<file path="config.mk">
export PLATFORM = sky130hd
export DESIGN_NAME = multimode_ring_counter
export DESIGN_NICKNAME = d
export VERILOG_FILES = /design/src/rtl/multimode_ring_counter.sv
export SDC_FILE = /design/constraint.sdc
export NUM_CORES = 1
export LEC_CHECK = 0
export CORE_ASPECT_RATIO = 1.5
export CORE_MARGIN = 2
export CORE_UTILIZATION = 45
export DETAILED_ROUTE_END_ITERATION = 16
export GPL_ROUTABILITY_DRIVEN = 1
export PLACE_DENSITY = 0.76
export SLEW_MARGIN = 5
export SYNTH_ARGS = -nofsm -noshare
export SYNTH_HDL_FRONTEND = slang
export SYNTH_SLANG_ARGS = --single-unit
export TNS_END_PERCENT = 30
</file>
<file path="constraint.sdc">
create_clock -name clk -period 3.85 [get_ports clk]
set_input_delay 0.385 -clock clk [delete_from_list [all_inputs] [get_ports clk]]
set_output_delay 0.385 -clock clk [all_outputs]
set_load 0.1 [all_outputs]
</file>
<file path="src/rtl/multimode_ring_counter.sv">
// Width-parametrised ring / Johnson sequencer with load, illegal-state correction,
// a wrap pulse and a free-running wrap counter.
module multimode_ring_counter #(
  parameter int unsigned WIDTH = 8,
  parameter int unsigned CNT_W = 8
) (
  input  logic             clk,
  input  logic             reset,
  input  logic             en,
  input  logic [1:0]       mode,
  input  logic             dir,
  input  logic             load,
  input  logic [WIDTH-1:0] load_val,
  output logic [WIDTH-1:0] count,
  output logic             wrap,
  output logic             err,
  output logic [CNT_W-1:0] wrap_cnt
);

  localparam logic [1:0] MODE_JOHNSON = 2'b01;

  logic [WIDTH-1:0] count_q, count_d, start, rot;
  logic [WIDTH-2:0] diff;
  logic [CNT_W-1:0] wrap_cnt_q, wrap_cnt_d;
  logic             wrap_q, wrap_d, err_q, err_d;
  logic             is_johnson, legal, step, fb;

  always_comb begin
    is_johnson = (mode == MODE_JOHNSON);
    start      = is_johnson ? '0 : WIDTH'(1);
    // Johnson states have at most one 0/1 boundary between adjacent bits.
    diff       = count_q[WIDTH-1:1] ^ count_q[WIDTH-2:0];
    legal      = is_johnson ? $onehot0(diff) : $onehot(count_q);
    if (dir) begin
      fb  = is_johnson ? ~count_q[WIDTH-1] : count_q[WIDTH-1];
      rot = {count_q[WIDTH-2:0], fb};
    end else begin
      fb  = is_johnson ? ~count_q[0] : count_q[0];
      rot = {fb, count_q[WIDTH-1:1]};
    end
    step = en && !mode[1];

    count_d    = count_q;
    wrap_cnt_d = wrap_cnt_q;
    wrap_d     = 1'b0;
    err_d      = 1'b0;
    if (load) begin
      count_d = load_val;
    end else if (step) begin
      if (legal) begin
        count_d = rot;
        if (rot == start) begin
          wrap_d     = 1'b1;
          wrap_cnt_d = wrap_cnt_q + CNT_W'(1);
        end
      end else begin
        count_d = start;
        err_d   = 1'b1;
      end
    end
  end

  always_ff @(posedge clk) begin
    if (reset) begin
      count_q    <= WIDTH'(1);
      wrap_cnt_q <= '0;
      wrap_q     <= 1'b0;
      err_q      <= 1'b0;
    end else begin
      count_q    <= count_d;
      wrap_cnt_q <= wrap_cnt_d;
      wrap_q     <= wrap_d;
      err_q      <= err_d;
    end
  end

  assign count    = count_q;
  assign wrap     = wrap_q;
  assign err      = err_q;
  assign wrap_cnt = wrap_cnt_q;

endmodule

</file>
==> impl_metrics.toml <==
[floorplanning]
dieArea_um2 = 3730
core_um2 = 3130
fp.dieH_um = 73.8
ios = 33
start_util_pct = 46.8
std_cell_rows = 25
die_w_um = 50.6

[timing]
slew_headroom_pct = 34.2
max_freq_ghz = 0.247
finClkSkew_ps = 1.83
slew_violations = 0
worstMarginPinSlew_ps = 985
rsz0062_at_grt = "yes"
hold_viol = 0
finalSetupViolCount = 13
finalWorstSetupSlack_ps = -193
finalCritPeriodShare_pct = 105
period_needed_ps = 4040

[cells_and_area]
layout-drive-gt1-share_pct = 26.8
layout.nets = 242
fillers = 254
most-common-layout-cells = "clkdlybuf4s50_1, nor2_1, buf_4"
areaGrowthSynthToFinish_pct = 47.4
diodes = 0
final_common_cell = "clkdlybuf4s50_1"
fin_area_um2 = 2160

[placement]
dpl_worst_slack_ps = -230
dp_hpwl_mm = 2.93
port_buffers = 32
dpl-instance-area_um2 = 1890
gp_congestion = 0.850

[worst_setup_path]
crit_path_end_kind = "flip-flop"
critPathRequiredTime_ps = 4010
critPathMaxStageDelay_ps = 540
crit_fanout = 4
crit_type = "reg -> reg"
startpoint_type = "flip-flop"
path_cells = "inv_2 -> fa_1 -> fa_1 -> fa_1 -> inv_2 -> ha_4 -> inv_2 -> fa_1 -> nand4b_1 -> a211oi_2 -> o21ai_4 -> buf_4 -> nor4_4 -> mux2_4"
arrival_ps = 4200
critPathMostFrequentCell = "fa_1"
critPathTopFamily = "adder cells"
cp.buffers_inverters = 4
crit_slowest_cell = "fa_1"

[power]
p_leak_nw = 0.886
p_total_uw = 672
powerDensity_nw_per_um2 = 312
ir_worst_vdd_mv = 0.247

[run_status]
violations = "negative setup slack"
status = "finished with violations"

[yosys]
synth.distinct_cells = 42
synth_edf_count = 0
netlist_instances = 170
seq_area_frac_synth_pct = 24.6
synth_nets = 198
postSynthAreaPerCell_um2 = 8.60
yosys_most_used_dff = "dfxtp_1"
synth_area_um2 = 1460
yosys_warnings = 0
synth-seq-cells = 18
async_flop_share_pct = 0

[routing]
vias = 1451
avgRoutedWirePerCell_um = 17.5
drt_iter0_drc = 90
dr.pass1.iters = 6
vias_per_cell = 5.74
drc = 0
ant_nets = 0
wl_mm = 4.42

[clock_network]
cts_num_sinks = 18
h-tree-depth = 1
clk_pin_slew_ps = 70
cts_made_buffers = 3
clk_path_buf_depth = 2
clk_latency_ps = 260
cts_root_buffer = "clkbuf_8"
ctsHoldBuffers = 0
cts_tree = "built"

[grt]
grtUsageTotal_pct = 24.7
grt_max_degree = 27
grt_overflow_total = 0
antenna_found_initial = 0
grt_pass1_vias = 1429
grt_pass1_wl_mm = 6.83

[flow_run]
maxCapViolations = 0

[hold_path]
hp-class = "reg -> reg"
## cells by family (layout without fill, tap and decap cells)
group / after synthesis / after routing / share of synthesized area (%)
flops: 18 / 18 / 24.6
buf+inv: 29 / 72 / 8.72
mux: 9 / 9 / 6.84
fa+ha+maj: 13 / 13 / 14.7
xor+xnor: 9 / 9 / 5.39
simple gates: 66 / 66 / 24.6
compound gates: 26 / 26 / 15.1
## synth_stat cells (2+ instances only)
master / instances / area, um^2
mux2_1: 7 / 78.8
buf_2: 3 / 15.0
ha_1: 6 / 75.1
fa_1: 7 / 140
nand3_1: 3 / 15.0
inv_1: 15 / 56.3
nand2b_1: 3 / 18.8
clkbuf_1: 6 / 22.5
o21ai_0: 7 / 35.0
o21a_1: 2 / 15.0
nor2_1: 22 / 82.6
nand4b_1: 2 / 17.5
inv_2: 2 / 7.51
nor4_1: 6 / 37.5
nor2b_1: 8 / 50.1
nand4_1: 2 / 12.5
xor2_1: 5 / 43.8
a21oi_1: 2 / 10.0
nand2_1: 11 / 41.3
xnor2_1: 4 / 35.0
a222oi_1: 7 / 70.1
dfxtp_1: 18 / 360
buf_6: 2 / 22.5
nor4b_1: 2 / 17.5
## worst min-delay path: cells and delay by family, from the launching register on
kind / cells / cell delay (ps)
DFF: 1 / 360
and+or+nand+nor: 1 / 90
muxes: 1 / 60
## metal layers
layer	vias to the layer above	track usage [%]	wire [um]
li1	681	-	-
met1	700	25.5	1580
met2	57	48.0	2500
met3	13	3.05	208
met4	0	11.7	135
met5	-	0	0
## sequential cells by signal, summed over array words and instances, names as in the netlist
register,count
err,1
wrap_cnt,8
count,8
wrap,1
## report_power, final
part           total (mW)  internal (mW)  switching [mW]
combinational       0.310          0.123           0.186
sequential          0.199          0.192         0.00704
clock               0.164         0.0912          0.0727
## cell type report
cell class | count | area, um^2 | share of cell area (%)
multi-input cells | 123 | 1120 | 52.2
repair buffers | 51 | 483 | 22.4
flip-flops and latches | 18 | 379 | 17.6
inverters | 17 | 63.8 | 2.96
clock buffers | 4 | 55.1 | 2.55
well taps | 40 | 50.0 | 2.32
## stage by stage
stage	cells	hold WS [ps]	utilization, %	setup TNS (ps)
CTS	248	551	65.2	-767
detailed placement	243	537	60.5	-1070
floorplan	170	532	-	-2690
global route	253	592	68.9	-2910
finish	253	548	68.9	-1330
global placement	243	517	60.5	-438
## worst paths after layout
path,from,cells past startpoint,slack [ps],to
setup / recovery,count[1],14,-190,wrap_cnt[4]
hold / removal,wrap_cnt[1],2,550,wrap_cnt[1]
hold reg to reg,wrap_cnt[1],2,550,wrap_cnt[1]
setup reg to reg,count[1],14,-190,wrap_cnt[4]
## timing repair
action,4_1_cts,5_1_grt
gates resized for setup,14,12
pin swaps,13,5
setup buffers,1,5
endpoints found under the setup margin,12,17
No activity file was read; power rests on OpenSTA's default activity.
